## config.mk

```make
export PLATFORM = sky130hd
export DESIGN_NAME = dsp_cmd_sequencer_flat
export DESIGN_NICKNAME = d
export VERILOG_FILES = /design/src/rtl/dsp_cmd_sequencer_if.sv /design/src/rtl/dsp_cmd_sequencer.sv /design/src/flat_wrapper.sv
export SDC_FILE = /design/constraint.sdc
export NUM_CORES = 1
export LEC_CHECK = 0
export ABC_AREA = 1
export CAP_MARGIN = 10
export CORE_AREA = 8 8 182 184
export CTS_CLUSTER_SIZE = 40
export DETAILED_ROUTE_END_ITERATION = 8
export DIE_AREA = 0 0 190 192
export GPL_TIMING_DRIVEN = 0
export PLACE_DENSITY = 0.78
export RECOVER_POWER = 25
export SKIP_LAST_GASP = 1
export SLEW_MARGIN = 30
export SYNTH_ARGS = -nofsm -noshare
export SYNTH_HDL_FRONTEND = slang
export SYNTH_SLANG_ARGS = --single-unit
```

## constraint.sdc

```tcl
create_clock -name clk -period 5.3 [get_ports clk]
set_input_delay 0.53 -clock clk [delete_from_list [all_inputs] [get_ports clk]]
set_output_delay 0.53 -clock clk [all_outputs]
set_load 0.01 [all_outputs]
```

## src/rtl/dsp_cmd_sequencer_if.sv

```systemverilog
// Command and result streams between a client and dsp_cmd_sequencer.
// The client drives the master side; the sequencer presents the slave side.
interface dsp_cmd_sequencer_if;
  logic        cmd_valid;
  logic        cmd_ready;
  logic [2:0]  cmd_op;
  logic [17:0] cmd_a;
  logic [17:0] cmd_b;
  logic [47:0] cmd_c;
  logic [17:0] cmd_d;
  logic        res_valid;
  logic        res_ready;
  logic [47:0] res_data;

  modport master (
    output cmd_valid, cmd_op, cmd_a, cmd_b, cmd_c, cmd_d, res_ready,
    input  cmd_ready, res_valid, res_data
  );

  modport slave (
    input  cmd_valid, cmd_op, cmd_a, cmd_b, cmd_c, cmd_d, res_ready,
    output cmd_ready, res_valid, res_data
  );
endinterface

```

## src/rtl/dsp_cmd_sequencer.sv

```systemverilog
// Command-side driver for a DSP slice. Accepted commands are decoded to an
// OPMODE and registered onto the slice ports; a token per issued operation
// walks a DSP_LAT-deep shift register and, on exit, the slice P output is
// pushed into an in-order result FIFO. Issue is throttled by a credit check so
// that every in-flight operation is guaranteed a FIFO slot.
//
// Reset sequencing FSM:
//   state  | meaning
//   S_HOLD | slice held in reset (dsp_rst=1, dsp_ce=0), counting release edges
//   S_RUN  | slice running (dsp_rst=0, dsp_ce=1), commands may be accepted
module dsp_cmd_sequencer #(
  parameter int DSP_LAT    = 3,
  parameter int FIFO_DEPTH = 4
) (
  input  logic               clk,
  input  logic               rst_n,
  dsp_cmd_sequencer_if.slave bus,
  output logic               err_illegal,
  output logic [17:0]        dsp_a,
  output logic [17:0]        dsp_b,
  output logic [17:0]        dsp_d,
  output logic [47:0]        dsp_c,
  output logic [7:0]         dsp_opmode,
  output logic               dsp_ce,
  output logic               dsp_rst,
  input  logic [47:0]        dsp_p
);

  localparam int PTR_W = (FIFO_DEPTH > 1) ? $clog2(FIFO_DEPTH) : 1;
  localparam int CNT_W = $clog2(FIFO_DEPTH + 1);
  localparam int CRD_W = $clog2(DSP_LAT + FIFO_DEPTH + 1);
  // Number of clock edges the slice stays in reset after rst_n rises.
  localparam logic [1:0] RST_EDGES = 2'd2;

  typedef enum logic {
    S_HOLD = 1'b0,
    S_RUN  = 1'b1
  } state_t;

  state_t      state_q, state_d;
  logic [1:0]  rst_cnt_q, rst_cnt_d;
  logic        dsp_rst_q, dsp_rst_d;
  logic        dsp_ce_q, dsp_ce_d;

  logic [17:0] a_q, a_d;
  logic [17:0] b_q, b_d;
  logic [17:0] d_q, d_d;
  logic [47:0] c_q, c_d;
  logic [7:0]  opmode_q, opmode_d;
  logic        err_q, err_d;
  logic [DSP_LAT-1:0] tok_q, tok_d;

  logic [47:0]      mem_q [FIFO_DEPTH];
  logic [47:0]      mem_d [FIFO_DEPTH];
  logic [PTR_W-1:0] wr_ptr_q, wr_ptr_d;
  logic [PTR_W-1:0] rd_ptr_q, rd_ptr_d;
  logic [CNT_W-1:0] fifo_cnt_q, fifo_cnt_d;

  logic             op_legal;
  logic [7:0]       opmode_dec;
  logic [CRD_W-1:0] inflight;
  logic [CRD_W-1:0] credits_used;
  logic             cmd_ready_int;
  logic             accept;
  logic             issue;
  logic             push;
  logic             pop;

  function automatic logic [PTR_W-1:0] ptr_inc(input logic [PTR_W-1:0] p);
    return (p == PTR_W'(FIFO_DEPTH - 1)) ? '0 : p + 1'b1;
  endfunction

  // Reset sequencer: next state and slice RST/CE levels.
  always_comb begin
    state_d   = state_q;
    rst_cnt_d = rst_cnt_q;
    dsp_rst_d = 1'b1;
    dsp_ce_d  = 1'b0;
    case (state_q)
      S_HOLD: begin
        rst_cnt_d = rst_cnt_q - 2'd1;
        if (rst_cnt_q == 2'd1) begin
          state_d   = S_RUN;
          dsp_rst_d = 1'b0;
          dsp_ce_d  = 1'b1;
        end
      end
      S_RUN: begin
        dsp_rst_d = 1'b0;
        dsp_ce_d  = 1'b1;
      end
      default: state_d = S_HOLD;
    endcase
  end

  // Reset sequencer registers.
  always_ff @(posedge clk or negedge rst_n) begin
    if (!rst_n) begin
      state_q   <= S_HOLD;
      rst_cnt_q <= RST_EDGES;
      dsp_rst_q <= 1'b1;
      dsp_ce_q  <= 1'b0;
    end else begin
      state_q   <= state_d;
      rst_cnt_q <= rst_cnt_d;
      dsp_rst_q <= dsp_rst_d;
      dsp_ce_q  <= dsp_ce_d;
    end
  end

  // Opcode to OPMODE decode; codes 6 and 7 are illegal.
  always_comb begin
    op_legal   = 1'b1;
    opmode_dec = 8'h00;
    case (bus.cmd_op)
      3'd0:    opmode_dec = 8'h01;
      3'd1:    opmode_dec = 8'h09;
      3'd2:    opmode_dec = 8'h11;
      3'd3:    opmode_dec = 8'h51;
      3'd4:    opmode_dec = 8'h0D;
      3'd5:    opmode_dec = 8'h8D;
      default: op_legal   = 1'b0;
    endcase
  end

  // Credits: operations still in the slice plus results waiting in the FIFO.
  always_comb begin
    inflight = '0;
    for (int i = 0; i < DSP_LAT; i++) begin
      inflight = inflight + CRD_W'(tok_q[i]);
    end
    credits_used = inflight + CRD_W'(fifo_cnt_q);
  end

  assign cmd_ready_int = !dsp_rst_q && (credits_used < CRD_W'(FIFO_DEPTH));
  assign accept        = bus.cmd_valid & cmd_ready_int;
  assign issue         = accept & op_legal;

  // Issue path: load slice ports on a legal accept, otherwise hold them so
  // the slice keeps seeing stable operands; illegal accepts only flag.
  always_comb begin
    a_d      = a_q;
    b_d      = b_q;
    c_d      = c_q;
    d_d      = d_q;
    opmode_d = opmode_q;
    if (issue) begin
      a_d      = bus.cmd_a;
      b_d      = bus.cmd_b;
      c_d      = bus.cmd_c;
      d_d      = bus.cmd_d;
      opmode_d = opmode_dec;
    end
    err_d = err_q | (accept & ~op_legal);
    tok_d = {tok_q[DSP_LAT-2:0], issue};
  end

  // Slice port, error flag and token registers.
  always_ff @(posedge clk or negedge rst_n) begin
    if (!rst_n) begin
      a_q      <= '0;
      b_q      <= '0;
      c_q      <= '0;
      d_q      <= '0;
      opmode_q <= '0;
      err_q    <= 1'b0;
      tok_q    <= '0;
    end else begin
      a_q      <= a_d;
      b_q      <= b_d;
      c_q      <= c_d;
      d_q      <= d_d;
      opmode_q <= opmode_d;
      err_q    <= err_d;
      tok_q    <= tok_d;
    end
  end

  assign push = tok_q[DSP_LAT-1];
  assign pop  = (fifo_cnt_q != '0) & bus.res_ready;

  // Result FIFO: capture P as a token exits, pop on the result handshake.
  // The credit check guarantees a free slot for every push.
  always_comb begin
    mem_d    = mem_q;
    wr_ptr_d = wr_ptr_q;
    rd_ptr_d = rd_ptr_q;
    if (push) begin
      mem_d[wr_ptr_q] = dsp_p;
      wr_ptr_d        = ptr_inc(wr_ptr_q);
    end
    if (pop) begin
      rd_ptr_d = ptr_inc(rd_ptr_q);
    end
    fifo_cnt_d = fifo_cnt_q + CNT_W'(push) - CNT_W'(pop);
  end

  // Result FIFO registers.
  always_ff @(posedge clk or negedge rst_n) begin
    if (!rst_n) begin
      for (int i = 0; i < FIFO_DEPTH; i++) begin
        mem_q[i] <= '0;
      end
      wr_ptr_q   <= '0;
      rd_ptr_q   <= '0;
      fifo_cnt_q <= '0;
    end else begin
      mem_q      <= mem_d;
      wr_ptr_q   <= wr_ptr_d;
      rd_ptr_q   <= rd_ptr_d;
      fifo_cnt_q <= fifo_cnt_d;
    end
  end

  assign bus.cmd_ready = cmd_ready_int;
  assign bus.res_valid = (fifo_cnt_q != '0);
  assign bus.res_data  = mem_q[rd_ptr_q];
  assign err_illegal   = err_q;
  assign dsp_a         = a_q;
  assign dsp_b         = b_q;
  assign dsp_c         = c_q;
  assign dsp_d         = d_q;
  assign dsp_opmode    = opmode_q;
  assign dsp_ce        = dsp_ce_q;
  assign dsp_rst       = dsp_rst_q;

endmodule

```

## src/flat_wrapper.sv

```systemverilog
// flat-port wrapper written by rule: the top's interface ports become plain ports
module dsp_cmd_sequencer_flat 
#(
  parameter int DSP_LAT    = 3,
  parameter int FIFO_DEPTH = 4
)
  (clk, rst_n, err_illegal, dsp_a, dsp_b, dsp_d, dsp_c, dsp_opmode, dsp_ce, dsp_rst, dsp_p, bus_cmd_valid, bus_cmd_op, bus_cmd_a, bus_cmd_b, bus_cmd_c, bus_cmd_d, bus_res_ready, bus_cmd_ready, bus_res_valid, bus_res_data);
  dsp_cmd_sequencer_if bus_i ();
  input  logic clk;
  input  logic rst_n;
  output logic err_illegal;
  output logic [17:0] dsp_a;
  output logic [17:0] dsp_b;
  output logic [17:0] dsp_d;
  output logic [47:0] dsp_c;
  output logic [7:0] dsp_opmode;
  output logic dsp_ce;
  output logic dsp_rst;
  input  logic [47:0] dsp_p;
  input wire logic [$bits(bus_i.cmd_valid)-1:0] bus_cmd_valid;
  input wire logic [$bits(bus_i.cmd_op)-1:0] bus_cmd_op;
  input wire logic [$bits(bus_i.cmd_a)-1:0] bus_cmd_a;
  input wire logic [$bits(bus_i.cmd_b)-1:0] bus_cmd_b;
  input wire logic [$bits(bus_i.cmd_c)-1:0] bus_cmd_c;
  input wire logic [$bits(bus_i.cmd_d)-1:0] bus_cmd_d;
  input wire logic [$bits(bus_i.res_ready)-1:0] bus_res_ready;
  output wire logic [$bits(bus_i.cmd_ready)-1:0] bus_cmd_ready;
  output wire logic [$bits(bus_i.res_valid)-1:0] bus_res_valid;
  output wire logic [$bits(bus_i.res_data)-1:0] bus_res_data;
  assign bus_i.cmd_valid = bus_cmd_valid;
  assign bus_i.cmd_op = bus_cmd_op;
  assign bus_i.cmd_a = bus_cmd_a;
  assign bus_i.cmd_b = bus_cmd_b;
  assign bus_i.cmd_c = bus_cmd_c;
  assign bus_i.cmd_d = bus_cmd_d;
  assign bus_i.res_ready = bus_res_ready;
  assign bus_cmd_ready = bus_i.cmd_ready;
  assign bus_res_valid = bus_i.res_valid;
  assign bus_res_data = bus_i.res_data;
  dsp_cmd_sequencer #(.DSP_LAT(DSP_LAT), .FIFO_DEPTH(FIFO_DEPTH)) u_core (.clk(clk), .rst_n(rst_n), .bus(bus_i), .err_illegal(err_illegal), .dsp_a(dsp_a), .dsp_b(dsp_b), .dsp_d(dsp_d), .dsp_c(dsp_c), .dsp_opmode(dsp_opmode), .dsp_ce(dsp_ce), .dsp_rst(dsp_rst), .dsp_p(dsp_p));
endmodule
```

==> summary.txt <==
initial antenna violation count -> 1
DP Area -> 17100 sq um
I/O Buffers -> 316
Max-Cap Viols -> 1
CP Max Fanout -> 83
HPWL after DPL -> 32900 um
Slowest cell on crit path -> clkbuf_1
1st-pass router iterations -> 5
Final Util -> 0.601
vias -> 12400
worst slack at placement -> 2.22 ns
share of cells above drive strength 1 -> 0.0531
Critical Path, Cell by Cell -> dlygate4sd3_1, clkbuf_1, buf_16, clkbuf_2
Setup Viol. Count Final -> 0
total CTS buffers -> 35
status -> finished with violations
most frequent cell after synthesis -> nand2_1
maximum vdd drop -> 0.000325 V
failing checks -> max-capacitance violations, max-slew violations
CTS tree -> yes
Residual DRC -> 0
wire length per cell -> 19.8 um
Fin Setup TNS -> 0 ns
Hold Path Class -> flop to flop
vias per cell -> 5.45
register area share after synthesis -> 0.591
drt initial violations -> 1231
Register Area -> 7890 sq um
R2R setup slack -> 2.90 ns
H-tree levels -> 2
root buf cell -> clkbuf_16
family with the most delay on the worst path -> buffers and inverters
clk_skew -> 0.0229 ns
Syn Area/Cell -> 8.88 sq um
ys flop type -> dfrtp_1
FFs w/ async S/R, synth -> 1.00
cell count after synthesis -> 1501
vias in the first global route -> 12900
Tcrit/Tclk final -> 0.706
Die Span X -> 190 um
global route overflow -> 0
Synth Warn # -> 0
critical path class -> input port to asynchronous set/reset pin
n_diodes -> 0
Row Count -> 64
CTS resizes -> 0
f_max -> 0.267 GHz
largest net degree at the start of global routing -> 85
P_leak -> 8.50 nW
die height -> 192 um
Clock transition at path regs -> 0.06 ns
post-synthesis cell type count -> 26
# placed instances -> 2218
reg2reg start -> u_core.fifo_cnt_q[1]
worst skew pair latency -> 0.52 ns
min cycle time layout -> 3.74 ns
Post-synth top cells -> nand2_1, dfrtp_1, o21ai_0
Data arrival, critical path -> 4.19 ns
die area -> 36500 sq um
final hold violation count -> 0
Top Ports -> 320
worst rel slew slack -> -0.610
first-pass GRT wire length -> 70900 um
clk buf depth -> 3
Crit path largest cell delay -> 1.71 ns
GPL Wtd Cong -> 0.914
nets -> 2029
count of pins over their slew limit -> 42
Synth area leader -> dfrtp_1
fin cells -> 2281
multi-input combinational cell area -> 4670 sq um
FF+latch count, synth -> 315
unrepaired setup endpoints after global routing -> no
crit path buf inv count -> 4
top cell type's share of synthesized area -> 0.588
Starting Density -> 0.442
Crit. End Element -> asynchronous set/reset pin
post-route ant nets -> 0
synthesized cell area -> 13300 sq um
worst hold slack -> 0.377 ns
CORE AREA -> 30200 sq um
GRT Total Usage -> 0.244
final instance area -> 18100 sq um
CP Launch Type -> input port
Pwr Density -> 663 nW/um^2
synthesis-to-finish area growth -> 36.1%
Hold Startpoint -> u_core.tok_q[1]
WL final -> 45200 um
synth top area cells -> dfrtp_1, nand2_1, o21ai_0
Critical Path RT -> 5.75 ns
crit path from -> rst_n
TritonCTS Sinks -> 315
Worst-Margin Slew -> 2.42 ns
fillcell total -> 2542
Final WS setup -> 1.56 ns
Post-synth EDFFs -> 0
Pwr Total -> 12.0 mW
[placed cells by master, fill, tap and decap left out, types with 2 or more instances in the layout]
| cell | count |
|---|---|
| inv_1 | 64 |
| nor2_1 | 104 |
| dfrtp_1 | 313 |
| buf_2 | 25 |
| clkinv_2 | 8 |
| o22ai_1 | 48 |
| o21ai_1 | 3 |
| clkbuf_16 | 35 |
| clkbuf_1 | 80 |
| clkdlybuf4s50_1 | 315 |
| dfstp_2 | 2 |
| nand2_2 | 8 |
| buf_4 | 5 |
| o21ai_0 | 289 |
| inv_6 | 3 |
| ha_1 | 11 |
| buf_16 | 3 |
| buf_1 | 19 |
| nand3_1 | 5 |
| conb_1 | 2 |
| a21oi_1 | 2 |
| nand4_1 | 105 |
| xnor2_1 | 2 |
| nand2_1 | 417 |
| clkbuf_8 | 2 |
| buf_6 | 4 |
[layer usage]
| layer | up-vias | part of all wire | global-route usage |
|---|---|---|---|
| met2 | 663 | 0.48 | 0.398 |
| met3 | 119 | 0.11 | 0.0893 |
| met4 | 0 | 0.045 | 0.120 |
| li1 | 5710 | - | - |
| met1 | 5950 | 0.36 | 0.283 |
| met5 | - | 0 | 0 |
[sequential cells by signal (all words and copies together), names as in the netlist, 3 cells and up]
| register | count |
|---|---|
| u_core.mem_q | 192 |
| u_core.dsp_c | 48 |
| u_core.dsp_a | 18 |
| u_core.dsp_b | 18 |
| u_core.dsp_d | 18 |
| u_core.dsp_opmode | 6 |
| u_core.fifo_cnt_q | 3 |
| u_core.tok_q | 3 |
[logic make-up after synthesis]
kind of cell / Yosys count / share of synthesized area
simple gates: 640 / 0.202
compound gates: 344 / 0.134
flops: 315 / 0.591
buf+inv: 186 / 0.0584
fa+ha+maj: 12 / 0.0118
xor+xnor: 3 / 0.00197
other cells: 1 / 0.000281
[report_power, final]
part | switching (mW) | internal [mW] | total [mW]
Combinational | 3.06 | 2.42 | 5.48
Clock | 0.979 | 1.31 | 2.29
Sequential | 0.665 | 3.59 | 4.25
[repair_timing]
item | in CTS | in global routing
hold buffers | 1 | 0
hold endpoints to repair | 39 | 0
buffers inserted | 0 | 0
[worst paths after layout]
kind / depth (start not counted) / end
worst max register to register: 8 / u_core.fifo_cnt_q[2]
worst max-delay path: 4 / u_core.mem_q[160]
max in group clk: 6 / bus_res_data[26]
worst min-delay path: 0 / u_core.tok_q[2]
worst min register to register: 0 / u_core.tok_q[2]
min in group asynchronous: 2 / u_core.mem_q[39]
[cell type report]
| cell class | count | share of cell area |
|---|---|---|
| Multi-Input combinational cell | 1001 | 0.258 |
| Timing Repair Buffer | 321 | 0.179 |
| Inverter | 65 | 0.0134 |
| Clock inverter | 14 | 0.00621 |
| Sequential cell | 315 | 0.435 |
| Tap cell | 396 | 0.0273 |
| Clock buffer | 48 | 0.0521 |
| Buffer | 121 | 0.0294 |
No activity file was read; power rests on OpenSTA's default activity.
